`src/rtl/usb_rx_pkg.sv`:
```
// Shared types and line constants for the USB receive path.
package usb_rx_pkg;

  typedef enum logic [2:0] {
    DRAIN,
    IDLE,
    RECV,
    STUFF,
    ERROR
  } rx_state_t;

  localparam int   USB_STUFF_LEN = 6;
  localparam logic LINE_J        = 1'b1;
  localparam logic LINE_K        = 1'b0;

endpackage

```
`src/rtl/lsb_deserializer.sv`:
```
// Shifts data bits in LSB-first and strobes word_valid when WIDTH bits are collected.
module lsb_deserializer #(
  parameter int WIDTH = 8
) (
  input  logic                       clock,
  input  logic                       reset,
  input  logic                       data_bit,
  input  logic                       load,
  input  logic                       clear,
  output logic [WIDTH-1:0]           word,
  output logic                       word_valid,
  output logic [$clog2(WIDTH+1)-1:0] bit_cnt
);

  localparam int CW = $clog2(WIDTH+1);
  localparam logic [CW-1:0] LAST = CW'(WIDTH - 1);

  always_ff @(posedge clock) begin
    if (reset) begin
      word       <= '0;
      word_valid <= 1'b0;
      bit_cnt    <= '0;
    end else begin
      word_valid <= 1'b0;
      if (clear) begin
        bit_cnt <= '0;
      end else if (load) begin
        // newest bit enters at the top so the first bit ends up in bit 0
        word <= {data_bit, word[WIDTH-1:1]};
        if (bit_cnt == LAST) begin
          word_valid <= 1'b1;
          bit_cnt    <= '0;
        end else begin
          bit_cnt <= bit_cnt + CW'(1);
        end
      end
    end
  end

endmodule

```
`src/rtl/nrzi_unstuff_deserializer.sv`:
```
// NRZI decode, bit-unstuff and deserialise the receiver bit stream into words.
module nrzi_unstuff_deserializer
  import usb_rx_pkg::*;
#(
  parameter int   WIDTH      = 8,
  parameter int   STUFF_LEN  = USB_STUFF_LEN,
  parameter logic IDLE_LEVEL = LINE_J
) (
  input  logic                       clock,
  input  logic                       reset,
  input  logic                       in_bit,
  input  logic                       dpdm_sending,
  output logic                       out_bit,
  output logic                       bit_valid,
  output logic [WIDTH-1:0]           word,
  output logic                       word_valid,
  output logic                       stuff_err,
  output logic                       done,
  output logic                       partial,
  output logic [$clog2(WIDTH+1)-1:0] residual_cnt
);

  localparam int OW = $clog2(STUFF_LEN + 1);
  localparam int CW = $clog2(WIDTH + 1);
  localparam logic [OW-1:0] ONES_LAST = OW'(STUFF_LEN - 1);
  localparam logic [OW-1:0] ONES_FULL = OW'(STUFF_LEN);

  rx_state_t     state, state_next;
  logic          prev_bit;
  logic [OW-1:0] ones_cnt, ones_next;
  logic [CW-1:0] bit_cnt;
  logic          d;
  logic          emit;
  logic          err_set;
  logic          end_pkt;

  always_comb begin
    d          = (in_bit == prev_bit);
    state_next = state;
    ones_next  = ones_cnt;
    emit       = 1'b0;
    err_set    = 1'b0;
    end_pkt    = 1'b0;
    case (state)
      DRAIN: begin
        if (!dpdm_sending) state_next = IDLE;
      end
      IDLE, RECV: begin
        if (dpdm_sending) begin
          emit       = 1'b1;
          state_next = RECV;
          if (!d) begin
            ones_next = '0;
          end else if (ones_cnt == ONES_LAST) begin
            ones_next  = ONES_FULL;
            state_next = STUFF;
          end else begin
            ones_next = ones_cnt + OW'(1);
          end
        end else if (state == RECV) begin
          end_pkt = 1'b1;
        end
      end
      STUFF: begin
        if (!dpdm_sending) begin
          end_pkt = 1'b1;
        end else if (!d) begin
          ones_next  = '0;
          state_next = RECV;
        end else begin
          err_set    = 1'b1;
          state_next = ERROR;
        end
      end
      ERROR: begin
        if (!dpdm_sending) end_pkt = 1'b1;
      end
      default: state_next = DRAIN;
    endcase
    if (end_pkt) begin
      state_next = IDLE;
      ones_next  = '0;
    end
  end

  // registered stage: every output reflects the sample taken on the previous edge
  always_ff @(posedge clock) begin
    if (reset) begin
      state        <= DRAIN;
      prev_bit     <= IDLE_LEVEL;
      ones_cnt     <= '0;
      out_bit      <= 1'b0;
      bit_valid    <= 1'b0;
      stuff_err    <= 1'b0;
      done         <= 1'b0;
      partial      <= 1'b0;
      residual_cnt <= '0;
    end else begin
      state        <= state_next;
      ones_cnt     <= ones_next;
      prev_bit     <= dpdm_sending ? in_bit : IDLE_LEVEL;
      out_bit      <= emit & d;
      bit_valid    <= emit;
      stuff_err    <= err_set;
      done         <= end_pkt;
      partial      <= end_pkt && (bit_cnt != '0);
      residual_cnt <= end_pkt ? bit_cnt : '0;
    end
  end

  lsb_deserializer #(
    .WIDTH(WIDTH)
  ) u_deser (
    .clock     (clock),
    .reset     (reset),
    .data_bit  (d),
    .load      (emit),
    .clear     (end_pkt),
    .word      (word),
    .word_valid(word_valid),
    .bit_cnt   (bit_cnt)
  );

endmodule
```
`config.mk`:
```
export PLATFORM = sky130hd
export DESIGN_NAME = nrzi_unstuff_deserializer
export DESIGN_NICKNAME = d
export VERILOG_FILES = /design/src/rtl/usb_rx_pkg.sv /design/src/rtl/lsb_deserializer.sv /design/src/rtl/nrzi_unstuff_deserializer.sv
export SDC_FILE = /design/constraint.sdc
export NUM_CORES = 1
export LEC_CHECK = 0
export ABC_AREA = 1
export CORE_ASPECT_RATIO = 0.7
export CORE_MARGIN = 2
export CORE_UTILIZATION = 39
export DETAILED_ROUTE_END_ITERATION = 8
export GPL_TIMING_DRIVEN = 0
export PLACE_DENSITY = 0.64
export SYNTH_ARGS = -nofsm -noshare
export SYNTH_HDL_FRONTEND = slang
export SYNTH_SLANG_ARGS = --single-unit
```
`constraint.sdc`:
```
create_clock -name clock -period 2.34 [get_ports clock]
set_input_delay 0.468 -clock clock [delete_from_list [all_inputs] [get_ports clock]]
set_output_delay 0.468 -clock clock [all_outputs]
set_load 0.02 [all_outputs]
```
== Word-level counts from Yosys, hierarchy flattened ==
Index checks and enable logic that the tools add are counted.

* Reduce and logical (&&, ||, !) cells: 15
* Muxes and demuxes: 23
* Eq/ne operators: 15
* Bitwise operators: 6
* $add $sub $neg: 2

{| class="wikitable"
|+ Operators with widths
! kind !! number
|-
| $mux W3 || 9
|-
| $pmux W3 S4 || 1
|-
| $reduce_and A4 Y1 || 3
|-
| $mux W1 || 10
|-
| $ne A2 B2 Y1 const B || 5
|-
| $reduce_or A2 Y1 || 5
|-
| $ne A3 B3 Y1 const B || 3
|-
| $eq A3 B2 Y1 const B || 2
|-
| $eq A3 B3 Y1 const B || 2
|-
| $pmux W3 S2 || 1
|-
| $reduce_or A3 Y1 || 2
|-
| $not A1 Y1 || 5
|-
| $add A4 B1 Y4 const B || 1
|-
| $eq A4 B3 Y1 const B || 1
|-
| $mux W4 || 1
|-
| $reduce_bool A4 Y1 || 1
|-
| $add A3 B1 Y3 const B || 1
|-
| $eq A3 B1 Y1 const B || 1
|-
| $logic_not A3 Y1 || 1
|-
| $pmux W1 S2 || 1
|-
| $reduce_and A2 Y1 || 1
|-
| $reduce_bool A2 Y1 || 1
|-
| $and A1 B1 Y1 || 1
|-
| $eq A1 B1 Y1 || 1
|-
| $logic_and A1 B1 Y1 || 1
|}

* Word-level logic and storage cells: 74
* Output and inout port bits: 18
* Flip-flop bits (word level): 29
* Input port bits: 4

== Longest topological paths before layout ==
* Depth after elaboration: 6
* Mapped depth: 8
* Mapped depth without buffers: 8

== Hierarchy ==
Synthesis repeated with hierarchy kept, for this count alone.

* Cell total of the unflattened synthesis: 155
* Area total of the unflattened synthesis: 1198.6 um^2

{| class="wikitable"
|+ Modules (own cells, without submodules)
! module !! area each (um^2) !! seq. area each (um^2) !! cells an instance !! instances
|-
| nrzi_unstuff_deserializer || 701.9 || 320.3 || 89 || 1
|-
| lsb_deserializer || 496.7 || 260.2 || 66 || 1
|}

== Least setup slack after synthesis ==
OpenSTA, ideal clock, no wires.

* Path type: input -> register
* From: input port dpdm_sending
* To: register u_deser.word[1]
* Required time: 2.217 ns
* Data arrival time: 1.204 ns
* Stages on the path: 5
* Setup slack: 1.013 ns
* Setup time: 0.123 ns
* Buffers on the path: 0
* Cells stage by stage: inv_1 nor3_2 nand2_2 nand2_1 o22ai_1

* Word-level cells in the longest chain between the ends: 4
* Elaborated cells between the ends (all ways): 7
* Those cells by class: mux (5); bitwise (1); reduce/logical (1)

{| class="wikitable"
|+ Ends and longest elaborated chain
! element !! RTL line !! source
|-
| from (decl) || nrzi_unstuff_deserializer.sv:12 || <nowiki>input logic dpdm_sending,</nowiki>
|-
| $mux W1, on equally long branches || nrzi_unstuff_deserializer.sv:65, nrzi_unstuff_deserializer.sv:76, nrzi_unstuff_deserializer.sv:49 ||
|-
| $pmux W1 S2 || nrzi_unstuff_deserializer.sv:44 || <nowiki>case (state)</nowiki>
|-
| $not A1 Y1 (no line) || n/a ||
|-
| $reduce_and A2 Y1 (no line) * || n/a ||
|-
| to (signal assigned) || lsb_deserializer.sv:29 || <nowiki>word <= {data_bit, word[WIDTH-1:1]};</nowiki>
|-
| to (decl) || lsb_deserializer.sv:10 || <nowiki>output logic [WIDTH-1:0] word,</nowiki>
|}

Mark *: on every way between the ends. The rest lies on a longest branch, timed or not.
A chain may end at the register's enable or synchronous reset.

== Worst setup path in the final report ==
* From: input port dpdm_sending
* To: register u_deser.word[3]

Same word-level chain as after synthesis.

==> results by group <==
Floorplan
  • Top-Level Pins: 22
  • Die area: 3440 sq um
  • Die W: 69.2 um
  • Die Ht: 49.7 um
  • Initial Util: 0.411
  • Row count: 16
  • Core Area: 2820 sq um

Route
  • Routed len/inst: 10.5 um
  • Vias per cell: 4.67
  • Drt pass-1 iters: 4
  • Via count: 977
  • # DRC: 0
  • Post-Route WL: 2.20 mm
  • DRT iter0 DRCs: 21
  • Post-DRT Antenna Nets: 0

Power and ir drop
  • Switching Power: 276 uW
  • Reg power frac: 0.491
  • Sw Share: 0.258
  • Leak: 0.000601 uW
  • Logic pwr share: 0.130
  • Cell Pwr Density: 712 nW/um^2
  • Clk pwr share: 0.379
  • Pwr Total: 1070 uW
  • Maximum vdd drop: 0.342 mV
  • Power Internal: 794 uW

Synth
  • Syn Inst Count: 145
  • Count leader, synth: dfxtp_1
  • Yosys warning total: 0
  • Average cell area after synthesis: 8.01 sq um
  • Post-Syn Area: 1160 sq um
  • Number of synthesized flops with an enable pin: 0
  • Register area share after synthesis: 0.500
  • Largest area contributor in the netlist: dfxtp_1
  • Top post-synthesis cells by count: dfxtp_1 (29), nand2_1 (27), inv_1 (26)
  • Top cell type's share of synthesized area: 0.500
  • Most common flop cell mapped by yosys: dfxtp_1
  • Post-synthesis cell type count: 21
  • Main area contributors after synthesis: dfxtp_1 (50%), nand2_1 (8.7%), inv_1 (8.4%)
  • FF+latch count, synth: 29
  • Asr flop ratio synth: 0
  • Mapped Nets: 153

Timing
  • Final Hold Violating Endpoints: 0
  • Clock Skews: 0.00515 ns
  • Worst slew pin tran: 0.298 ns
  • Slew Viols, Final: 0
  • Max frequency: 561 MHz
  • Fin Setup TNS: 0 ns
  • Final period util: 0.762
  • Minimum clock period after layout: 1.78 ns
  • Worst slew margin: 0.801
  • RSZ-0062 raised after global routing: no
  • Final setup violation count: 0

Clock network
  • Clock Latency Late Sink: 0.28 ns
  • H-tree depth: 2
  • Root Driver: clkbuf_8
  • TritonCTS clock tree: built
  • Sink Count: 29
  • Number of clock buffers inserted by TritonCTS: 5
  • Hold-fix buffers, CTS: 0
  • Reg clk slew, reported paths: 0.06 ns
  • Resize count post-CTS: 0
  • Post-CTS setup buffers: 0
  • Clock Tree Buf Depth: 2

Critical path
  • Worst-path maximum fanout: 8
  • Worst setup SP type: input pin
  • WP data required: 2.49 ns
  • CP Capture Type: register
  • Crit Path Category: in -> reg
  • Crit path arrival time: 1.94 ns
  • FF-to-FF Start: state[1]$_SDFFE_PP0P_
  • CP Launch Point: dpdm_sending

Final layout
  • Proportion of layout cells with a drive suffix above 1: 0.104
  • Antenna diodes: 0
  • Post-route non-filler standard cell count: 209
  • # nets final: 181
  • Area delta synth->final: 29.4%

Placed design
  • Post-DP HPWL: 1.68 mm
  • PortBufs: 21
  • Global placement routability congestion: 0.783
  • Dpl cells: 202

GRT
  • Antenna violations before repair: 0
  • Largest net degree at the start of global routing: 11
  • First-pass GRT wire length: 4.02 mm
  • Number of global-route vias before repair: 959
  • Gr ovfl total: 0
  • GRT Overall Usage: 0.149

Worst hold path
  • Hold Crit Start: u_deser.word[2]$_SDFFE_PP0P_
  • Worst Hold Class: reg -> reg

Run status
  • Run status: completed

Flow run
  • Reported max-cap violation count: 0
[layer usage]
layer	wire length, um	part of all wire	GRT usage	vias to the layer above
li1	-	-	-	513
met5	0	0	0	-
met4	62	0.028	0.0882	0
met1	1050	0.48	0.169	434
met2	998	0.45	0.252	21
met3	89	0.040	0.0429	9
[stage by stage]
stage / hold WS, ns / worst slack (ns) / cell area, sq um / utilization
after floorplan: 0.462 / 1.01 / 1160 / -
after global placement: 0.472 / 0.351 / 1420 / 0.502
after detailed placement: 0.479 / 0.274 / 1420 / 0.502
after CTS: 0.491 / 0.569 / 1500 / 0.532
after global routing: 0.503 / 0.438 / 1500 / 0.532
final: 0.490 / 0.557 / 1500 / 0.532
[final timing paths]
path,end,depth (start not counted),slack [ns]
worst max-delay path,u_deser.word[3]$_SDFFE_PP0P_,6,0.56
worst min-delay path,u_deser.word[1]$_SDFFE_PP0P_,2,0.49
worst max register to register,u_deser.word[3]$_SDFFE_PP0P_,5,0.94
worst min register to register,u_deser.word[1]$_SDFFE_PP0P_,2,0.49
[power by group through the flow]
| stage | logic, uW | clock network, uW | registers, uW |
|---|---|---|---|
| 6_report | 140 | 405 | 525 |
| 3_5_place_dp | 141 | 0 | 535 |
| 5_1_grt | 160 | 441 | 528 |
| 4_1_cts | 142 | 415 | 525 |
| 2_1_floorplan | 95.9 | 0 | 539 |
| 3_3_place_gp | 136 | 0 | 535 |
[layout by cell type (no fill, tap or decap)]
cell type,netlist,layout
nor2_2,3,3
nand2_2,4,4
nand3_1,10,10
a31oi_1,1,1
o21bai_1,1,1
inv_2,1,1
ha_1,4,4
nor3_2,1,1
xnor2_1,1,1
a21oi_1,10,10
nor2_4,1,1
nor3_1,2,2
o21ai_0,3,3
o22ai_2,1,1
buf_6,1,1
clkbuf_1,0,1
dfxtp_1,29,29
clkbuf_8,0,6
nand4_1,2,2
clkdlybuf4s50_1,0,21
o22ai_1,6,6
inv_1,26,26
nand2_1,27,27
nor2_1,11,11
[cell families after synthesis]
family	after synthesis	share of synthesized area
XOR/XNOR	1	0.00754
AO/OA/AOI/OAI	22	0.111
adder cells (fa/ha/maj)	4	0.0431
AND/OR/NAND/NOR	61	0.241
buffers and inverters	28	0.0970
flip-flops	29	0.500
[flip-flops by register name, indices dropped and copies added, names as in the netlist]
| register | count |
|---|---|
| u_deser.bit_cnt | 4 |
| stuff_err | 1 |
| done | 1 |
| ones_cnt | 3 |
| residual_cnt | 4 |
| u_deser.word | 8 |
| prev_bit | 1 |
| bit_valid | 1 |
| u_deser.word_valid | 1 |
| out_bit | 1 |
| state | 3 |
| partial | 1 |
[critical path, cell delays in order]
cell and delay (ns):
clkdlybuf4s50_1 0.47, inv_1 0.15, nor3_2 0.28, nand2_2 0.17, nand2_1 0.26, o22ai_1 0.13
[layout make-up]
cell class | instances | area [sq um]
repair buffers | 21 | 210
inverters | 27 | 101
well taps | 36 | 45.0
multi-input cells | 88 | 468
plain buffers | 1 | 11.3
fillers | 260 | 1320
clock buffers | 7 | 86.3
flip-flops and latches | 29 | 581
(Power assumes the default switching activity.)
